===== src/rtl/memoria_dados_param.sv =====
// Parametrised synchronous data memory with registered reads and a post-reset zeroing sweep.
// Optional per-byte write mask enabled by defining MEMORIA_BYTE_MASK_EN.
module memoria_dados_param #(
  parameter int unsigned DATA_W = 8,
  parameter int unsigned ADDR_W = 8,
  parameter int unsigned DEPTH  = 256
) (
  input  logic              clk,
  input  logic              rst_n,
  input  logic              writeEnable,
  input  logic              readEnable,
  input  logic [ADDR_W-1:0] endereco,
  input  logic [DATA_W-1:0] dadoEntrada,
`ifdef MEMORIA_BYTE_MASK_EN
  input  logic [DATA_W/8-1:0] mascaraByte,
`endif
  output logic [DATA_W-1:0] dadoSaida,
  output logic              dadoValido,
  output logic              ocupado
);

  typedef enum logic {
    LIMPANDO,
    PRONTO
  } state_t;

  state_t state, state_nx;

  // One extra bit so DEPTH = 2**ADDR_W is reachable.
  logic [ADDR_W:0]   contador, contador_nx;
  logic [DATA_W-1:0] mem [DEPTH];

  logic              in_range;
  logic              ready;
  logic              wr_en;
  logic              rd_en;
  logic              sweep_last;
  logic [DATA_W-1:0] cur;
  logic [DATA_W-1:0] wr_data;

  assign ready      = (state == PRONTO);
  assign in_range   = (32'(endereco) < DEPTH);
  assign sweep_last = (32'(contador) == DEPTH - 1);
  assign wr_en      = ready && writeEnable && in_range;
  assign rd_en      = ready && readEnable;
  assign cur        = in_range ? mem[endereco] : '0;

  always_comb begin
    wr_data = dadoEntrada;
`ifdef MEMORIA_BYTE_MASK_EN
    for (int i = 0; i < int'(DATA_W / 8); i++) begin
      wr_data[8*i +: 8] = mascaraByte[i] ? dadoEntrada[8*i +: 8]
                                         : cur[8*i +: 8];
    end
`endif
  end

  always_comb begin
    state_nx    = state;
    contador_nx = contador;
    ocupado     = 1'b0;
    unique case (state)
      LIMPANDO: begin
        ocupado     = 1'b1;
        contador_nx = contador + 1'b1;
        if (sweep_last) state_nx = PRONTO;
      end
      PRONTO: begin
        state_nx = PRONTO;
      end
      default: begin
        state_nx = LIMPANDO;
      end
    endcase
  end

  always_ff @(posedge clk or negedge rst_n) begin
    if (!rst_n) begin
      state    <= LIMPANDO;
      contador <= '0;
    end else begin
      state    <= state_nx;
      contador <= contador_nx;
    end
  end

  // Storage has no reset; the sweep zeroes it instead.
  always_ff @(posedge clk) begin
    if (state == LIMPANDO) begin
      mem[contador[ADDR_W-1:0]] <= '0;
    end else if (wr_en) begin
      mem[endereco] <= wr_data;
    end
  end

  // Write-first: a colliding read sees the merged write data.
  always_ff @(posedge clk or negedge rst_n) begin
    if (!rst_n) begin
      dadoSaida  <= '0;
      dadoValido <= 1'b0;
    end else begin
      dadoValido <= rd_en;
      if (rd_en) begin
        if (!in_range)  dadoSaida <= '0;
        else if (wr_en) dadoSaida <= wr_data;
        else            dadoSaida <= cur;
      end
    end
  end

endmodule


===== config.mk =====
export PLATFORM = sky130hd
export DESIGN_NAME = memoria_dados_param
export DESIGN_NICKNAME = d
export VERILOG_FILES = /design/src/rtl/memoria_dados_param.sv
export SDC_FILE = /design/constraint.sdc
export NUM_CORES = 2
export LEC_CHECK = 0
export CAP_MARGIN = 30
export CELL_PAD_IN_SITES_DETAIL_PLACEMENT = 0
export CELL_PAD_IN_SITES_GLOBAL_PLACEMENT = 1
export CORE_UTILIZATION = 40
export DETAILED_ROUTE_END_ITERATION = 6
export GPL_ROUTABILITY_DRIVEN = 0
export PLACE_DENSITY = 0.6
export SYNTH_ARGS = -nofsm -noshare
export SYNTH_HDL_FRONTEND = slang
export SYNTH_SLANG_ARGS = --single-unit

===== constraint.sdc =====
create_clock -name clk -period 6.5 [get_ports clk]
set_input_delay 1.3 -clock clk [delete_from_list [all_inputs] [get_ports clk]]
set_output_delay 1.3 -clock clk [all_outputs]
set_load 0.1 [all_outputs]

# Yosys cells after proc, flatten, opt, wreduce, memory -nomap -nowiden
# Memories as Yosys holds them, arrays and structs flattened. A register that Yosys moved wholly into a read port is not among the register bits.
# Index checks and enable logic that the tools add are counted.
word_totals:
  register_bits: 11
  ram_bits: 2048
  inputBits: 20
  output_inout_bits: 10
  wordCells: 20
  memories: 1
classes:
  add_sub_neg: 1
  n_eq_ne: 1
  mux: 9
  n_bitwise: 1
  reduce_logical: 4
memory_table:
  columns: ["memory", "words", "word_bits", "read_ports", "rd_clocked_by_memory_dff", "wr", "line_no", "source"]
  rows:
  - ["mem", 256, 8, 1, 1, 1, "31", "logic [DATA_W-1:0] mem [DEPTH];"]
ops:
  columns: ["cell", "n"]
  rows:
  - ["$mux W8", 2]
  - ["$add A9 B1 Y9 const B", 1]
  - ["$eq A9 B8 Y1 const B", 1]
  - ["$reduce_or A8 Y1", 1]
  - ["$mux W1", 6]
  - ["$logic_and A1 B1 Y1", 2]
  - ["$pmux W1 S2", 1]
  - ["$logic_not A1 Y1", 1]
  - ["$not A1 Y1", 1]

# Longest topological paths before layout
logic_depth:
  depth_word: 6
  mapped_depth: 14
  depth_no_buf: 7

# Worst setup path after synthesis
# Ideal clock, no wire load.
synth_path:
  kind: "input port to flip-flop"
  start: "input writeEnable"
  end: "memory mem[0][1] (data pin)"
  setup_ns: 0.877
  t_arrival_ns: 4.851
  t_required_ns: 5.623
  setup_slack_ns: 0.772
  stages: 2
  n_path_buf: 1
  path_cell_list: "clkbuf_1 and3_1"
synth_between:
  elab_chain_cells: 6
synth_rtl:
  columns: ["item", "line_no", "source"]
  rows:
  - ["start, declared", "10", "input logic writeEnable,"]
  - ["$logic_and A1 B1 Y1", "44", "assign wr_en = ready && writeEnable && in_range;"]
  - ["$mux W1", "91", "end else if (wr_en) begin"]
  - ["$mux W1", "89", "if (state == LIMPANDO) begin"]
  - ["$mux W1 (implied by the code)", "92", "mem[endereco] <= wr_data;"]
  - ["$reduce_or A8 Y1 (no source line)", null, null]
  - ["$mux W8 (no source line)", null, null]
  - ["end, declared", "31", null]
# Every way passes these cells.

# Final worst setup path
layout_path:
  start: "input writeEnable"
  end: "memory mem[132][0], enable pin"
layout_between:
  elab_chain_cells: 6
  elab_cells_between_ends: 7
  cone_classes: "mux: 5; reduce/logical: 2"
layout_rtl:
  columns: ["item", "line_no"]
  rows:
  - ["$logic_and A1 B1 Y1 (*)", "44"]
  - ["$mux W1 (*)", "91"]
  - ["$mux W1 (*)", "89"]
  - ["$mux W1 (implied by the code) (*)", "92"]
  - ["$reduce_or A8 Y1 (no source line)", null]
  - ["$mux W8 (no source line) or $mux W1 (tied branches)", null]
# Mark *: on every way between the ends. The rest lies on a longest branch, timed or not.

==> reports/qor.yml <==
p_per_area_mw_per_mm2: 295
clock_sinks: 2067
worst_pin_slew_ps: 1060
worst_ep_arrival_time_ps: 4960
ff_latch_area_sq_mm: 0.0620
ys_types: 64
via_count: 40300
cp.buffers_inverters: 3
ys_seq_area_share_pct: 76.7
startpoint_type: "input port"
grt_max_degree: 159
htreeDepth: 4
pin_count: 30
vias_per_cell: 5.84
cts_buffers: 208
path_class: "in -> reg"
grt_usage_pct: 22.4
drt-total-wl_microns: 228000
avgSynthCellArea_sq_um: 21.0
max_stage_delay_ps: 740
setup_tns_ps: 0
final_nets: 4086
drv_cap: 0
slew_headroom_pct: 28.9
crit_required_ps: 6950
multiInputGateArea_sq_mm: 0.0173
die_w_microns: 451
synthTopCellsByArea: "edfxtp_1, mux4_2, mux2i_1"
critPathCaptureType: "register"
leakagePower_nw: 23.4
synth_warnings: 0
finalCritPeriodShare_pct: 69.3
fmax_ghz: 0.222
drive_gt1_share_pct: 24.6
core-area_sq_mm: 0.200
wire_per_inst_microns: 33.0
dp_hpwl_microns: 142000
ctsResizeCount: 0
cp_num_cells: 8
synth_top_area_cell: "edfxtp_1"
period_minus_slack_ps: 4510
synth_edf_count: 2048
r2r.worst_path.cells: 7
synth.top_cell.area_share_pct: 76.2
finalClockSkew_ps: 34.7
grt_pass1_vias: 40500
first_iter_violations: 4808
min_path_cells: 2
post-cts-setup-buffers: 0
ys_seq_elements: 2067
hp-class: "reg -> reg"
ctsHoldBuffers: 0
areaGrowthSynthToFinish_pct: 13.6
status: "complete, no violations"
cp_top_family: "simple AND/OR/NAND/NOR gates"
crit_top_cell: "buf_4"
clk_latency_ps: 850
antenna_found_initial: 5
rows: 164
clk_pin_slew_ps: 60
dp.cells: 6508
synthArstFlopShare_pct: 0.919
die_y_microns: 451
slew_violations: 0
drc: 0
gr-total-overflow: 0
finalHoldViolations: 0
netlist_area_sq_mm: 0.0807
synth_nets: 3859
rsz0062_at_grt: "false"
worstPathMaxFanout: 17
slowest_stage: "nor2_1"
cts-root-buf: "clkbuf_16"
cts_buffer_depth: 3
path_cells: "clkdlybuf4s50_1 > buf_4 > nand2_1 > or3_1 > o31ai_2 > nand3_2 > buf_4 > nor2_1"
setup_violations: 0
initial_core_util_pct: 40.4
detailedRoute.firstPassIterationCount: 5
syn_inst: 3837
fin_cells: 6896
grt_pass1_wl_microns: 320000
numPortBuffers: 29
die-area_sq_mm: 0.204
cts_tree: "built"
ant_nets: 0
ys.flop_type: "edfxtp_1"
vdd_ir_drop_max_uv: 270
fill_cells: 16800
through the flow:
stage	cell area, sq um	utilization, %	total power [mW]	hold slack (ps)	worst slack (ps)
after floorplan	80700	-	15.2	453	772
after global placement	84900	42.4	15.5	472	1070
after detailed placement	85000	42.5	15.5	481	1100
after CTS	91700	45.9	27.2	495	1990
after global routing	91800	45.9	27.7	525	1860
final	91800	45.9	27.1	495	1990
cell type report:
| cell class | instances | share of cell area [%] |
|---|---|---|
| Antenna cell | 2 | 0.00545 |
| Clock buffer | 252 | 5.88 |
| Clock inverter | 132 | 1.45 |
| Inverter | 6 | 0.0273 |
| Multi-Input combinational cell | 1531 | 18.9 |
| Sequential cell | 2067 | 67.5 |
| Tap cell | 2656 | 3.62 |
| Timing Repair Buffer | 250 | 2.62 |
sequential cells by signal, indices dropped and copies added, names as in the netlist:
| register | cells |
|---|---|
| contador | 9 |
| dadoSaida | 8 |
| dadoValido | 1 |
| mem | 2048 |
| ready | 1 |
cells by family after synthesis:
logic type / synth area share (%)
AOI/OAI and AO/OA: 3.14
DFF: 76.7
muxes: 15.2
and+or+nand+nor: 2.84
buffers and inverters: 2.01
adders and majority gates: 0.0310
xor gates and xnor gates: 0.0759
layer usage:
| metal | vias to the layer above | global-route usage [%] | part of all wire [%] |
|---|---|---|---|
| met3 | 271 | 3.60 | 6.7 |
| met5 | - | 0 | 0 |
| met2 | 1503 | 35.5 | 48 |
| li1 | 16500 | - | - |
| met1 | 22000 | 32.4 | 43 |
| met4 | 0 | 5.76 | 2.4 |
final timing paths:
check	from	endpoint	slack, ps
setup reg to reg	ready	mem[50][1]	2880
max in group asynchronous	rst_n	dadoSaida[2]	5360
setup / recovery	writeEnable	mem[132][0]	1990
min in group asynchronous	rst_n	contador[0]	850
hold reg to reg	contador[8]	contador[8]	490
hold / removal	contador[8]	contador[8]	490
report_power, final:
group | total (mW) | internal (mW) | switching, mW
Sequential | 14.4 | 14.4 | 0
Combinational | 0.749 | 0.249 | 0.500
Clock | 11.9 | 6.72 | 5.17
Yosys cell counts (all sizes together) (2+ instances only):
cell type	number
a2111oi	2
a211oi	11
a21oi	66
a221oi	6
a22o	8
a22oi	98
a31oi	21
a32oi	2
a41oi	2
and2	5
and3	15
buf	141
clkbuf	92
dfrtp	19
edfxtp	2048
ha	2
inv	6
mux2	9
mux2i	149
mux4	471
nand2	87
nand2b	14
nand3	34
nand3b	9
nand4	6
nor2	297
nor2b	13
nor3	22
nor4	9
o211ai	7
o21ai	36
o221ai	35
o22a	2
o22ai	47
o2bb2ai	3
o31ai	5
o41ai	7
or2	6
or3	5
or4	4
xnor2	4
xor2	3
tightest hold or removal path, delay by kind of cell, from the launching register on:
family	cells	cell delay (ps)
flops	1	350
compound gates	1	60
simple gates	1	50
cell usage in the layout (no fill, tap or decap), types with 32 or more instances in the layout:
master and instances:
edfxtp_1 2048, o221ai_1 35, buf_4 182, nor2_1 294, clkinv_2 43, clkbuf_16 209
mux4_2 460, clkinv_1 43, a22oi_1 98, buf_12 32, o22ai_1 47, a21oi_1 66
nand2_1 86, mux2i_1 149, clkbuf_1 43
Power figures use the tool's default switching activity.
